File: config.mk
export PLATFORM = sky130hd
export DESIGN_NAME = pause_fade
export DESIGN_NICKNAME = d
export VERILOG_FILES = /design/src/rtl/pause_fade.sv
export SDC_FILE = /design/constraint.sdc
export NUM_CORES = 1
export LEC_CHECK = 0
export CORE_ASPECT_RATIO = 0.7
export CORE_MARGIN = 4
export CORE_UTILIZATION = 38
export DETAILED_ROUTE_END_ITERATION = 7
export DONT_BUFFER_PORTS = 1
export PLACE_DENSITY = 0.57
export SETUP_SLACK_MARGIN = 0.3
export SLEW_MARGIN = 20
export SYNTH_ARGS = -nofsm -noshare
export SYNTH_HDL_FRONTEND = slang
export SYNTH_SLANG_ARGS = --single-unit
File: constraint.sdc
create_clock -name clk_sys -period 4.8 [get_ports clk_sys]
set_input_delay 1.2 -clock clk_sys [delete_from_list [all_inputs] [get_ports clk_sys]]
set_output_delay 1.2 -clock clk_sys [all_outputs]
set_load 0.02 [all_outputs]
File: src/rtl/pause_fade.sv
// pause_fade: merges user toggle, OSD pause and core pause requests into one
// CPU halt line, supports single-frame stepping while user-paused, and fades
// the RGB stream in per-frame right-shift stages after a paused idle period.
//
// Step FSM states:
//   state | meaning
//   IDLE  | paused (or running), no step in progress
//   WAIT  | step requested, waiting for the next frame boundary
//   RUN1  | CPU released for exactly one frame, ends at next frame boundary
module pause_fade #(
  parameter int RW         = 8,
  parameter int GW         = 8,
  parameter int BW         = 8,
  parameter int NREQ       = 1,
  parameter int DIM_CYCLES = 240000000,
  parameter int FADE_STEPS = 2,
  localparam int W         = RW + GW + BW,
  localparam int DW        = $clog2(FADE_STEPS + 1)
) (
  input  logic            clk_sys,
  input  logic            reset_n,
  input  logic            user_button,
  input  logic [NREQ-1:0] pause_request,
  input  logic            osd_status,
  input  logic [1:0]      options,
  input  logic            step,
  input  logic            vblank,
  input  logic [W-1:0]    rgb_in,
  output logic [W-1:0]    rgb_out,
  output logic            pause_cpu,
  output logic [DW-1:0]   dim_level
);

  localparam int TW = $clog2(DIM_CYCLES + 1);
  localparam logic [TW-1:0] DIM_MAX  = TW'(DIM_CYCLES);
  localparam logic [DW-1:0] FADE_MAX = DW'(FADE_STEPS);

  typedef enum logic [1:0] {IDLE, WAIT, RUN1} state_t;

  state_t        state, state_nxt;
  logic          btn_q, step_q, vb_q;
  logic          btn_edge, step_edge, vb_edge;
  logic          user_pause;
  logic          ext_pause;
  logic          step_take;
  logic          dim_clear;
  logic [TW-1:0] timer;
  logic [DW-1:0] dim_eff;
  logic [RW-1:0] r_dim;
  logic [GW-1:0] g_dim;
  logic [BW-1:0] b_dim;

  assign btn_edge  = user_button & ~btn_q;
  assign step_edge = step & ~step_q;
  assign vb_edge   = vblank & ~vb_q;
  assign ext_pause = (|pause_request) | (options[0] & osd_status);
  // A toggle in the same cycle wins over a step; steps only count while user-paused.
  assign step_take = step_edge & user_pause & ~btn_edge;
  assign dim_clear = ~pause_cpu | ~options[1] | step_take;
  // Cancelling the fade takes effect on the pixel path in the same cycle.
  assign dim_eff   = dim_clear ? '0 : dim_level;

  // Previous-value registers for the three edge detectors.
  always_ff @(posedge clk_sys or negedge reset_n) begin
    if (!reset_n) begin
      btn_q  <= 1'b0;
      step_q <= 1'b0;
      vb_q   <= 1'b0;
    end else begin
      btn_q  <= user_button;
      step_q <= step;
      vb_q   <= vblank;
    end
  end

  // User pause toggle.
  always_ff @(posedge clk_sys or negedge reset_n) begin
    if (!reset_n) user_pause <= 1'b0;
    else if (btn_edge) user_pause <= ~user_pause;
  end

  // Step FSM state register.
  always_ff @(posedge clk_sys or negedge reset_n) begin
    if (!reset_n) state <= IDLE;
    else state <= state_nxt;
  end

  // Step FSM next state; leaving user pause always returns to IDLE.
  always_comb begin
    state_nxt = state;
    if (!user_pause || btn_edge) begin
      state_nxt = IDLE;
    end else begin
      case (state)
        IDLE:    if (step_edge) state_nxt = WAIT;
        WAIT:    if (vb_edge)   state_nxt = RUN1;
        RUN1:    if (vb_edge)   state_nxt = IDLE;
        default: state_nxt = IDLE;
      endcase
    end
  end

  // Registered CPU halt; external requests override stepping.
  always_ff @(posedge clk_sys or negedge reset_n) begin
    if (!reset_n) pause_cpu <= 1'b0;
    else pause_cpu <= (user_pause & (state != RUN1)) | ext_pause;
  end

  // Idle timer and per-frame fade level.
  always_ff @(posedge clk_sys or negedge reset_n) begin
    if (!reset_n) begin
      timer     <= '0;
      dim_level <= '0;
    end else if (dim_clear) begin
      timer     <= '0;
      dim_level <= '0;
    end else if (timer != DIM_MAX) begin
      timer <= timer + 1'b1;
    end else if (vb_edge && (dim_level != FADE_MAX)) begin
      dim_level <= dim_level + 1'b1;
    end
  end

  // Per-channel zero-fill shift.
  always_comb begin
    r_dim = rgb_in[W-1 -: RW] >> dim_eff;
    g_dim = rgb_in[GW+BW-1 -: GW] >> dim_eff;
    b_dim = rgb_in[BW-1:0] >> dim_eff;
  end

  // Registered pixel output.
  always_ff @(posedge clk_sys or negedge reset_n) begin
    if (!reset_n) rgb_out <= '0;
    else rgb_out <= {r_dim, g_dim, b_dim};
  end

endmodule

; ---- Word level (Yosys, flattened, before mapping)
; Index checks and enable logic that the tools add are counted.
[totals]
word_cells = 60
inputBits = 33
reg_bits = 61
out_inout_bits = 27
[op_classes]
n_addsub = 2
n_eq_ne = 9
n_reduce_logical = 8
shifts = 3
mux = 11
bitwise_logic = 18
[op_table]
columns = cell, count
row1 = $mux W28, 2
row2 = $add A28 B1 Y28 const B, 1
row3 = $ne A28 B28 Y1 const B, 1
row4 = $shr A8 B2 Y8, 3
row5 = $mux W2, 8
row6 = $ne A3 B3 Y1 const B, 3
row7 = $and A1 B1 Y1, 7
row8 = $not A1 Y1, 7
row9 = $ne A2 B2 Y1 const B, 3
row10 = $pmux W2 S3, 1
row11 = $or A1 B1 Y1, 4
row12 = $reduce_bool A2 Y1, 2
row13 = $reduce_and A3 Y1, 1
row14 = $add A2 B1 Y2 const B, 1
row15 = $eq A2 B1 Y1 const B, 1
row16 = $eq A2 B2 Y1 const B, 1
row17 = $logic_not A2 Y1, 1
row18 = $reduce_and A2 Y1, 1
row19 = $logic_and A1 B1 Y1, 1
row20 = $logic_not A1 Y1, 1
row21 = $logic_or A1 B1 Y1, 1

; ---- Longest topological paths before layout
[depth]
depth_word = 7
depth_mapped = 7
mapped_depth_nobuf = 6

; ---- Least setup slack after synthesis
; No wires, ideal clock.
[synth_path]
kind = input -> register
startpoint = in user_button
endpoint = reg rgb_out[10]
t_required_ns = 4.661
t_arrival_ns = 2.350
setup_time_ns = 0.139
stages = 7
slack_ns = 2.312
cell_sequence = nor2b_1 > buf_2 > o311a_1 > buf_2 > buf_4 > mux2i_1 > mux2i_1
[synth_via]
elab_chain_cells = 6
[synth_lines]
columns = element, line_no
row1 = start: declaration, 22  ; input logic user_button,
row2 = $and A1 B1 Y1, 53  ; assign btn_edge = user_button & ~btn_q;
row3 = $not A1 Y1, 58  ; assign step_take = step_edge & user_pause & ~btn_edge;
row4 = $and A1 B1 Y1, 58
row5 = $or A1 B1 Y1, 59  ; assign dim_clear = ~pause_cpu | ~options[1] | step_take;
row6 = $mux W2, 61  ; assign dim_eff = dim_clear ? '0 : dim_level;
row7 = $shr A8 B2 Y8, 127  ; g_dim = rgb_in[GW+BW-1 -: GW] >> dim_eff;
row8 = net g_dim[2], 50  ; logic [GW-1:0] g_dim;
row9 = end signal: assignment, 134  ; else rgb_out <= {r_dim, g_dim, b_dim};
row10 = end: declaration, 29  ; output logic [W-1:0] rgb_out,
; The timed path passes the listed nets, and every way through them passes these cells.
; A chain may end at the register's enable or synchronous reset.

; ---- Worst setup path in the final report
[layout_path]
startpoint = in user_button
endpoint = reg rgb_out[13]
; The elaborated chain is that of the path after synthesis.

==> out/summary.txt <==
NetSw -> 0.320 mW
Post-CTS Setup Inserts -> 0
die area -> 9760 µm²
sw frac -> 23.3%
I/O Buffers -> 0
clk buf depth -> 2
CTS H-tree depth -> 3
Clock Power Share -> 51.4%
Detail Route met2 WL -> 2.92 mm
initial antenna violation count -> 0
sequential share of power -> 41.8%
# rows -> 27
Core Box Area -> 7940 µm²
area of the multi-input gates -> 1530 µm²
largest net degree at the start of global routing -> 62
status -> completed
final std cells w/o fill -> 393
post-DR vias/cell -> 5.54
CTS buffer count -> 9
nets -> 323
Post-synth EDFFs -> 0
Final period util -> 54.6%
die width -> 116 µm
Routed WL -> 6.93 mm
starting density of the core -> 39.4%
Inserted Diodes -> 0
met3 wire len -> 359 µm
async set or reset register ratio after synthesis -> 100%
P per Cell Area -> 386 nW/µm²
R2R Path End -> rgb_out[13]
RSZ-0062 raised after global routing -> false
Post-route DRC -> 0
hpwl dp -> 4.95 mm
clk_skew -> 4.02 ps
Placed Cells -> 377
critical path capture point type -> flop
most frequent cells in the layout -> dfrtp_1 (61), mux2i_1 (37), nand2_1 (17)
Initial DRT Pass Iterations -> 4
worst r2r path cells -> 4
Post-DRT Antenna Nets -> 0
HP Class -> flop to flop
Syn Inst Count -> 285
Final Setup Violations -> 0
Max-Cap Viols -> 0
R2R setup slack -> 2670 ps
min-delay src -> user_pause
metal1 wirelength -> 3.56 mm
post-layout min period -> 2620 ps
# hold bufs at CTS -> 0
predominant post-synthesis flop cell -> dfrtp_1
Seq/Total Area, Yosys -> 48.9%
Comb power frac -> 6.8%
most common cell after layout, fill and taps aside -> dfrtp_1
Worst-Margin Slew -> 1100 ps
post-DR wirelength/cell -> 17.6 µm
via count -> 2179
RR Startpoint -> step_q
Mapped Avg Cell Area -> 11.0 µm²
crit start category -> input port
first-pass GRT wire length -> 11.7 mm
Slew Viols, Final -> 0
hold path depth -> 2
CTS root buf -> clkbuf_16
Reg area -> 1530 µm²
Area growth syn-to-layout -> 13.6%
max_slew headroom -> 26.7%
Post-Route Setup TNS -> 0 ps
CP required -> 4990 ps
DR top layer -> met4
fraction of layout cells with a size suffix above 1 -> 12.7%
final hold viol count -> 0
top fanout value on the critical path -> 20
Resized Gates After CTS -> 0
Top Ports -> 60
Int Pwr -> 1.05 mW
Synth Net Count -> 321
hold endpoint -> pause_cpu
Lkg Pwr -> 1.44 nW
TritonCTS Sinks -> 61
GPL Wtd Cong -> 0.745
worst vdd ir -> 0.252 mV
Cell variety after synth -> 47
post-synthesis cell area -> 3120 µm²
Clk pin slew, worst setup/hold paths -> 50 ps
Fillers -> 733
fmax -> 382 MHz
CTS tree -> done
number of global-route vias before repair -> 2124
Die H -> 83.9 µm
clk_lat worst skew -> 330 ps
GR Util All Layers -> 15.6%
Iter 0 DRT Violations -> 220
number of synthesis warnings -> 0
CP Class -> input port to flop
WP data arrival -> 2810 ps
GR Overflow Total -> 0
#FFs+latches synth -> 61
-- registers in the layout, summed over array words and instances, names as in the netlist --
register	cells
rgb_out	24
user_pause	1
btn_q	1
pause_cpu	1
dim_level	2
step_q	1
timer	28
vb_q	1
state	2
-- kinds of logic (layout without fill, tap and decap cells) --
logic type      after synthesis  in the layout  synth area share (%)
compound gates               43             43                  9.45
xor+xnor                     12             12                  3.36
fa+ha+maj                     3              3                  1.20
buf+inv                      18             25                  3.08
flops                        61             61                  48.9
mux                          38             38                  12.2
simple gates                110            110                  21.8
-- metal layers --
metal,vias to the layer above,GRT usage [%]
met1,1070,24.2
met3,7,5.29
met5,-,0
li1,1056,-
met4,0,5.69
met2,46,19.5
-- stage by stage --
stage | total power, mW | hold WS, ps | worst slack, ps | instance area (µm²) | util (%)
after floorplan | 0.645 | 488 | 2310 | 3120 | -
after global placement | 0.672 | 533 | 1910 | 3220 | 40.6
after detailed placement | 0.676 | 548 | 1830 | 3220 | 40.6
after CTS | 1.39 | 547 | 2200 | 3550 | 44.7
after global routing | 1.43 | 544 | 2080 | 3550 | 44.7
final | 1.37 | 551 | 2180 | 3550 | 44.7
-- power groups by stage --
stage	registers, mW	logic, mW	clock network (mW)
finish	0.573	0.0929	0.705
global route	0.577	0.104	0.746
CTS	0.573	0.0947	0.723
detailed placement	0.582	0.0938	0
global placement	0.582	0.0905	0
floorplan	0.577	0.0684	0
-- cell usage after synthesis, types with 2 or more instances --
cell | instances | share of area, %
or3_1 | 2 | 0.40
a21oi_1 | 16 | 2.6
and4_1 | 5 | 1.4
or4_1 | 4 | 0.96
and3_1 | 5 | 1.0
buf_4 | 2 | 0.48
ha_1 | 3 | 1.2
and4_4 | 3 | 1.1
nor4_1 | 6 | 1.2
or4_4 | 3 | 1.1
dfrtp_1 | 61 | 49
nand2_1 | 17 | 2.0
inv_1 | 7 | 0.84
and2_1 | 3 | 0.60
nand2b_1 | 5 | 1.0
clkbuf_1 | 2 | 0.24
o31ai_1 | 7 | 1.7
nor2_1 | 16 | 1.9
buf_2 | 5 | 0.80
nand4_1 | 8 | 1.6
nand3_1 | 13 | 2.1
o2bb2ai_1 | 3 | 0.84
a21oi_2 | 3 | 0.84
a2111oi_2 | 2 | 0.96
nor3_1 | 6 | 0.96
xor2_1 | 5 | 1.4
o21ai_0 | 8 | 1.3
buf_6 | 2 | 0.72
mux2i_1 | 37 | 12
xnor2_1 | 7 | 2.0
nor2b_1 | 3 | 0.60
-- worst max path at each step --
stage	from	end	slack (ps)	depth (start not counted)
floorplan	user_button	rgb_out[10]	2310	7
global placement	user_button	rgb_out[5]	1910	4
detailed placement	user_button	rgb_out[13]	1830	4
CTS	user_button	rgb_out[13]	2200	4
global route	user_button	rgb_out[13]	2080	4
finish	user_button	rgb_out[13]	2180	4
-- final cells by class --
type | count | area share, %
Sequential cell | 61 | 43.0
Clock inverter | 4 | 1.97
Timing Repair Buffer | 2 | 0.423
Clock buffer | 12 | 7.23
Tap cell | 101 | 3.56
Inverter | 7 | 0.740
Multi-Input combinational cell | 206 | 43.1
-- worst max-delay path: stages --
cell and delay, ps:
nor2b_1 210, o311ai_4 960, nor2_1 240, o2bb2ai_1 200
Note: power is estimated with default switching activity, not from simulation.
